File: src/rtl/timer_16bit_count_control.sv
// Timer1 count engine: derives ticks from the prescaler or the T1 pin, computes the next TCNT1,
// and raises registered compare/overflow flag pulses plus level interrupt requests.
module timer_16bit_count_control #(
  parameter int PRESCALE_WIDTH = 10,
  parameter int SYNC_STAGES    = 2
) (
  input  logic        i_sys_clock,
  input  logic        i_system_reset,
  input  logic [7:0]  i_tccr,
  input  logic [15:0] i_tcnt,
  input  logic [15:0] i_ocr,
  input  logic [7:0]  i_timsk,
  input  logic [7:0]  i_tifr,
  input  logic        i_cpu_tcnt_write,
  input  logic        i_t1_pin,
  input  logic        i_irq_ack_cmp,
  input  logic        i_irq_ack_ovf,
  output logic [15:0] o_tcnt_next,
  output logic        o_tcnt_update,
  output logic [7:0]  o_tifr_set,
  output logic [7:0]  o_tifr_clear,
  output logic        o_cmp_irq,
  output logic        o_ovf_irq
);

  typedef enum logic [2:0] {
    CS_STOP    = 3'b000,
    CS_DIV1    = 3'b001,
    CS_DIV8    = 3'b010,
    CS_DIV64   = 3'b011,
    CS_DIV256  = 3'b100,
    CS_DIV1024 = 3'b101,
    CS_T1_FALL = 3'b110,
    CS_T1_RISE = 3'b111
  } cs_e;

  localparam int PRIME_MAX = SYNC_STAGES + 1;
  localparam int PRIME_W   = $clog2(PRIME_MAX + 1);

  logic [PRESCALE_WIDTH-1:0] r_prescaler;
  logic [SYNC_STAGES-1:0]    r_t1_sync;
  logic                      r_t1_hist;
  logic [PRIME_W-1:0]        r_prime;
  logic [7:0]                r_tifr_set;
  logic [7:0]                r_tifr_clear;

  logic w_t1_sync_out;
  logic w_primed;
  logic w_t1_rise;
  logic w_t1_fall;
  logic w_tick;
  logic w_step;
  logic w_compare;
  logic w_set_cmp;
  logic w_set_ovf;
  logic w_unused_bits;

  assign w_t1_sync_out = r_t1_sync[SYNC_STAGES-1];
  // Edge history is meaningless until the chain has refilled after reset; a pin held high
  // through reset must not look like a rising edge.
  assign w_primed      = (r_prime == PRIME_W'(PRIME_MAX));
  assign w_t1_rise     = w_primed &  w_t1_sync_out & ~r_t1_hist;
  assign w_t1_fall     = w_primed & ~w_t1_sync_out &  r_t1_hist;

  always_comb begin
    // NOTE: default first so every path assigns w_tick and no latch is inferred.
    w_tick = 1'b0;
    case (cs_e'(i_tccr[2:0]))
      CS_STOP:    w_tick = 1'b0;
      CS_DIV1:    w_tick = 1'b1;
      CS_DIV8:    w_tick = &r_prescaler[2:0];
      CS_DIV64:   w_tick = &r_prescaler[5:0];
      CS_DIV256:  w_tick = &r_prescaler[7:0];
      CS_DIV1024: w_tick = &r_prescaler[9:0];
      CS_T1_FALL: w_tick = w_t1_fall;
      CS_T1_RISE: w_tick = w_t1_rise;
      default:    w_tick = 1'b0;
    endcase
  end

  // A CPU write to TCNT1 overrides the count step; no counting while reset is held.
  assign w_step    = w_tick & ~i_cpu_tcnt_write & i_system_reset;
  assign w_compare = (i_tcnt == i_ocr);
  assign w_set_cmp = w_step & w_compare;
  assign w_set_ovf = w_step & (i_tcnt == 16'hFFFF);

  always_comb begin
    o_tcnt_update = w_step;
    o_tcnt_next   = i_tcnt;
    if (w_step) begin
      o_tcnt_next = (i_tccr[3] && w_compare) ? 16'h0000 : i_tcnt + 16'd1;
    end
  end

  always_ff @(posedge i_sys_clock) begin
    // NOTE: synchronous reset sampled on the clock edge; all state uses non-blocking updates.
    if (!i_system_reset) begin
      r_prescaler  <= '0;
      r_t1_sync    <= '0;
      r_t1_hist    <= 1'b0;
      r_prime      <= '0;
      r_tifr_set   <= 8'h00;
      r_tifr_clear <= 8'h00;
    end else begin
      r_prescaler <= r_prescaler + 1'b1;
      r_t1_sync   <= {r_t1_sync[SYNC_STAGES-2:0], i_t1_pin};
      r_t1_hist   <= w_t1_sync_out;
      if (r_prime != PRIME_W'(PRIME_MAX)) begin
        r_prime <= r_prime + 1'b1;
      end
      r_tifr_set   <= {3'b000, w_set_cmp, 1'b0, w_set_ovf, 2'b00};
      // A set in the same cycle as an acknowledge wins; the clear is suppressed.
      r_tifr_clear <= {3'b000, i_irq_ack_cmp & ~w_set_cmp, 1'b0, i_irq_ack_ovf & ~w_set_ovf, 2'b00};
    end
  end

  assign o_tifr_set   = r_tifr_set;
  assign o_tifr_clear = r_tifr_clear;
  assign o_cmp_irq    = i_tifr[4] & i_timsk[4];
  assign o_ovf_irq    = i_tifr[2] & i_timsk[2];

  assign w_unused_bits = ^{i_tccr[7:4], i_timsk[7:5], i_timsk[3], i_timsk[1:0],
                           i_tifr[7:5], i_tifr[3], i_tifr[1:0]};

endmodule

File: config.mk
export PLATFORM = sky130hd
export DESIGN_NAME = timer_16bit_count_control
export DESIGN_NICKNAME = d
export VERILOG_FILES = /design/src/rtl/timer_16bit_count_control.sv
export SDC_FILE = /design/constraint.sdc
export NUM_CORES = 1
export LEC_CHECK = 0
export BUFFER_PORTS_ARGS = -buffer_cell sky130_fd_sc_hd__clkbuf_2
export CAP_MARGIN = 20
export CELL_PAD_IN_SITES_DETAIL_PLACEMENT = 0
export CELL_PAD_IN_SITES_GLOBAL_PLACEMENT = 1
export CORE_ASPECT_RATIO = 0.6
export CORE_MARGIN = 2
export CORE_UTILIZATION = 27
export CTS_CLUSTER_DIAMETER = 100
export DETAILED_ROUTE_END_ITERATION = 6
export PLACE_DENSITY_LB_ADDON = 0.3
export REMOVE_ABC_BUFFERS = 1
export SETUP_SLACK_MARGIN = 0.5
export SYNTH_ARGS = -nofsm -noshare
export SYNTH_HDL_FRONTEND = slang
export SYNTH_SLANG_ARGS = --single-unit
File: constraint.sdc
create_clock -name i_sys_clock -period 3.1 [get_ports i_sys_clock]
set_clock_uncertainty 0.2 [all_clocks]
set_input_delay 0.62 -clock i_sys_clock [delete_from_list [all_inputs] [get_ports i_sys_clock]]
set_output_delay 0.62 -clock i_sys_clock [all_outputs]
set_load 0.01 [all_outputs]
; Word level (Yosys, flattened, before mapping)
; Cells that the tools add are included.
[classes]
bitwise = 17
muxes = 3
n_reduce_logical = 6
addsub = 3
n_eq_ne = 11
[op_table]
columns = cell, n
row1 = 2-to-1 mux 16 bit, 2
row2 = adder 16 x 1 -> 16 bit (second input constant), 1
row3 = == test 16 bit, 1
row4 = == test 16 bit (second input constant), 1
row5 = bitwise AND 1 bit, 12
row6 = == test 3 bit (second input constant), 4
row7 = adder 10 x 1 -> 10 bit (second input constant), 1
row8 = AND reduction 10 bit, 1
row9 = case mux 1 bit (8 select lines), 1
row10 = AND reduction 8 bit, 1
row11 = == test 3 x 2 -> 1 bit (second input constant), 2
row12 = AND reduction 6 bit, 1
row13 = inverter 1 bit, 5
row14 = == test 3 x 1 -> 1 bit (second input constant), 1
row15 = logical NOT 3 bit, 1
row16 = AND reduction 3 bit, 1
row17 = adder 2 x 1 -> 2 bit (second input constant), 1
row18 = == test 2 bit (second input constant), 1
row19 = inequality test 2 bit (second input constant), 1
row20 = logical AND 1 bit, 1
[word_totals]
elab_cells = 48
input_bits = 62
register_bits = 31

; Longest topological paths before layout
[logic_depth]
depth_word = 9
ltp_mapped = 10

; Worst setup path after synthesis
; Ideal clock, no wire load.
[synth_timing]
path_type = input to output
from = input i_tcnt[13]
to = output o_tcnt_next[10]
path_stages = 8
t_required_ns = 2.280
path_buffers = 2
path_slack_ns = -0.022
arrival_time_ns = 2.302
path_cell_list = clkbuf_1 -> xnor2_1 -> nand4_1 -> nor4_2 -> and2_1 -> clkbuf_1 -> a2bb2oi_1 -> o31ai_2
[synth_via]
elab_chain_cells = 4
[synth_rtl]
columns = item, line
row1 = start: declaration, 10  ; input logic [15:0] i_tcnt,
row2 = == test 16 bit, 83  ; assign w_compare = (i_tcnt == i_ocr);
row3 = logical AND 1 bit, 91  ; o_tcnt_next = (i_tccr[3] && w_compare) ? 16'h0000 : i_tcnt + 16'd1;
row4 = 2-to-1 mux 16 bit, 91
row5 = 2-to-1 mux 16 bit, 90  ; if (w_step) begin
row6 = end: declaration, 18  ; output logic [15:0] o_tcnt_next,
; Every way passes these cells.

; Worst setup path in the final report
[layout_timing]
from = register r_prescaler[1]
to = output o_tcnt_next[9]
[layout_via]
elab_chain_cells = 5
[layout_rtl]
columns = item, line
row1 = start: declaration, 40  ; logic [PRESCALE_WIDTH-1:0] r_prescaler;
row2 = start signal: assignment, 105  ; r_prescaler <= r_prescaler + 1'b1;
row3 = "AND reduction 10 bit, or another cell as far along", 74  ; CS_DIV1024: w_tick = &r_prescaler[9:0];
row4 = case mux 1 bit (8 select lines) *, 68  ; case (cs_e'(i_tccr[2:0]))
row5 = bitwise AND 1 bit * (2 in a row), 82  ; assign w_step = w_tick & ~i_cpu_tcnt_write & i_system_reset;
row6 = 2-to-1 mux 16 bit *, 90
; Mark *: on every way between the ends. The rest lies on a longest branch, timed or not.

==> flow_summary.json <==
{
  "grt_pass1_vias": 1625,
  "numCtsBuffers": 3,
  "multi_input_area_um2": 1250,
  "hold_depth": 1,
  "dp_hpwl_mm": 3.72,
  "cp-startpoint": "r_prescaler[1]",
  "power_uw": 644,
  "regArea_um2": 383,
  "wl_per_cell_um": 12.5,
  "path_class": "register to output pin",
  "p_leak_uw": 0.00103,
  "fin_crit_sh_pct": 103,
  "vias": 1697,
  "critical_path.max_fanout": 7,
  "insertion_delay_ns": 0.25,
  "p_per_area_nw_per_um2": 271,
  "cts_root_buffer": "clkbuf_8",
  "placement.io_buffers": 68,
  "power_switching_uw": 192,
  "grt-ovfl-total": 0,
  "clk_path_buf_depth": 2,
  "clkTransAtPathRegs_ns": 0.07,
  "cts_tree": "done",
  "layout_min_cycle_time_ns": 3.18,
  "core_area_um2": 5650,
  "syn-cell-area_um2": 1600,
  "syn_area_per_cell_um2": 8.09,
  "ys_seq_elements": 19,
  "htreeDepth": 1,
  "arrival_ns": 2.36,
  "grt_pass1_wl_mm": 7.81,
  "grt_max_degree": 18,
  "fin_util_pct": 42.1,
  "syn2layout_area_growth_pct": 48.4,
  "setup_viol": 13,
  "via_per_inst": 4.59,
  "r2r_end": "o_tifr_clear[2]",
  "violations": "negative setup slack",
  "rows": 21,
  "whs_ns": 0.234,
  "cp-end-kind": "output pin",
  "fp.dieArea_um2": 6580,
  "p_sw_share_pct": 29.9,
  "setup_ws_ns": -0.0815,
  "cts.sink_count": 19,
  "wl_mm": 4.64,
  "num_antenna_cells": 0,
  "antenna_found_initial": 0,
  "crit_required_ns": 2.28,
  "start_util_pct": 28.3,
  "r2r_cells": 8,
  "hold_path_class": "register to register",
  "reg2reg_from": "r_prescaler[1]",
  "p_clk_share_pct": 26.3,
  "finalInstanceArea_um2": 2380,
  "hold_viol": 0,
  "final_nets": 357,
  "reg2reg_slack_ns": 0.81,
  "synthCells": 198,
  "yosysSeqAreaShare_pct": 23.8,
  "die_x_um": 103,
  "maxCapViolCount": 0,
  "fmax_mhz": 314,
  "p_int_uw": 452,
  "place_area_um2": 2140,
  "die_height_um": 63.7,
  "ys_types": 41,
  "rsz0062_at_grt": "yes",
  "yosys_warnings": 0,
  "combPwrFrac_pct": 32.6,
  "drc": 0,
  "drv_slew": 0,
  "ir_drop_mv": 0.154,
  "critPathLaunchType": "register",
  "crit_path_end": "o_tcnt_next[9]",
  "pin_count": 97,
  "status": "finished with violations",
  "cts_hold_buf": 0,
  "first_pass_iters": 4,
  "place_congestion": 0.754,
  "filler_cell_count": 603,
  "drive_gt1_share_pct": 45.5,
  "p_seq_share_pct": 41.1,
  "ant_nets": 0,
  "drt_iter0_markers": 48,
  "track_usage_pct": 15.0
}
## synth_stat cells
| library cell | n | area [um2] |
|---|---|---|
| buf_6 | 2 | 22.5 |
| clkbuf_1 | 6 | 22.5 |
| o311a_1 | 1 | 10.0 |
| a2bb2oi_1 | 8 | 70.1 |
| o21ai_0 | 6 | 30.0 |
| clkinv_4 | 1 | 8.76 |
| nor2b_1 | 2 | 12.5 |
| dfxtp_1 | 19 | 380 |
| nor4_2 | 1 | 12.5 |
| o21ba_2 | 1 | 10.0 |
| and3b_1 | 1 | 8.76 |
| nor4_1 | 2 | 12.5 |
| a22o_1 | 2 | 17.5 |
| and2_1 | 16 | 100 |
| inv_1 | 2 | 7.51 |
| mux2i_1 | 1 | 10.0 |
| o22ai_1 | 1 | 6.26 |
| nor3b_1 | 1 | 7.51 |
| or3_1 | 4 | 25.0 |
| nand2_1 | 19 | 71.3 |
| ha_1 | 4 | 50.1 |
| o21a_1 | 1 | 7.51 |
| o211ai_1 | 1 | 7.51 |
| and3_1 | 3 | 18.8 |
| nand2b_1 | 2 | 12.5 |
| nor2_1 | 5 | 18.8 |
| o31ai_2 | 6 | 75.1 |
| nor3_1 | 3 | 15.0 |
| buf_2 | 1 | 5.00 |
| nand4_2 | 1 | 12.5 |
| and4_4 | 1 | 11.3 |
| o21ai_1 | 5 | 25.0 |
| buf_4 | 12 | 90.1 |
| nand2b_4 | 1 | 13.8 |
| xnor2_1 | 22 | 193 |
| nand4_1 | 9 | 56.3 |
| a21boi_0 | 4 | 30.0 |
| o31ai_1 | 4 | 30.0 |
| a21oi_1 | 5 | 25.0 |
| conb_1 | 1 | 3.75 |
| nand3_1 | 11 | 55.1 |
## worst min path at each step
stage | start | end | slack, ns
floorplan | r_t1_sync[0] | r_t1_sync[1] | 0.21
global placement | r_t1_sync[0] | r_t1_sync[1] | 0.22
detailed placement | r_t1_sync[0] | r_t1_sync[1] | 0.22
CTS | r_t1_sync[0] | r_t1_sync[1] | 0.24
global route | r_t1_sync[0] | r_t1_sync[1] | 0.26
finish | r_t1_sync[0] | r_t1_sync[1] | 0.23
## cells by family after synthesis
family,after synthesis,synth area share (%)
compound gates,45,21.5
xor+xnor,22,12.0
fa+ha+maj,4,3.13
buf+inv,24,9.77
flops,19,23.7
mux,1,0.625
other cells,1,0.234
simple gates,82,29.0
## critical path, stage by stage (launching register included)
cell	delay, ns
dfxtp_2	0.36
ha_4	0.14
and4_4	0.22
nand4_4	0.11
o311a_1	0.30
or3_4	0.36
clkinv_4	0.09
nand2b_4	0.13
o31ai_2	0.24
buf_2	0.16
## stage by stage
stage	cells	setup TNS (ns)	worst slack (ns)
2_1_floorplan	188	-0.718	-0.125
3_3_place_gp	362	-0.234	-0.0581
3_5_place_dp	362	-0.270	-0.0554
4_1_cts	369	-0.723	-0.104
5_1_grt	370	-2.25	-0.178
6_report	370	-0.505	-0.0815
## cell usage in the layout, fill, tap and decap left out, drive strengths merged, types with 3 or more instances in the layout
cell and n:
a21boi 4, a21oi 5, a2bb2oi 8, and2 16
and3 3, buf 39, clkbuf 62, conb 12
dfxtp 19, ha 4, nand2 19, nand2b 4
nand3 11, nand4 10, nor2 5, nor3 3
nor4 3, o21ai 11, o31ai 10, or3 4
xnor2 22
## what timing repair did
item                       CTS  global route
resized for setup           27            16
cloned                       1             0
setup endpoints to repair   17            17
buffers inserted             2             1
pin swaps                   10             3
## metal layers
layer	track usage [%]	vias up	wire (um)
li1	-	880	-
met1	23.5	759	2430
met2	21.1	58	1850
met3	3.33	0	360
met4	1.48	0	0
met5	0	-	0
## power groups by stage
stage	Sequential (uW)	Combinational (uW)	Clock, uW
finish	265	210	169
global route	266	235	191
CTS	265	207	176
detailed placement	269	193	0
global placement	267	190	0
floorplan	268	92.5	0
## area by class of cell
cell class | count | share of cell area [%]
multi-input cells | 167 | 52.7
repair buffers | 97 | 24.4
flip-flops and latches | 19 | 16.1
well taps | 80 | 4.21
clock buffers | 4 | 1.89
inverters | 3 | 0.684
## sequential cells by signal, summed over array words and instances, names as in the netlist
signal / cells
r_prime: 2
o_tifr_set: 2
r_t1_sync: 2
r_t1_hist: 1
r_prescaler: 10
o_tifr_clear: 2
(Power assumes the default switching activity.)
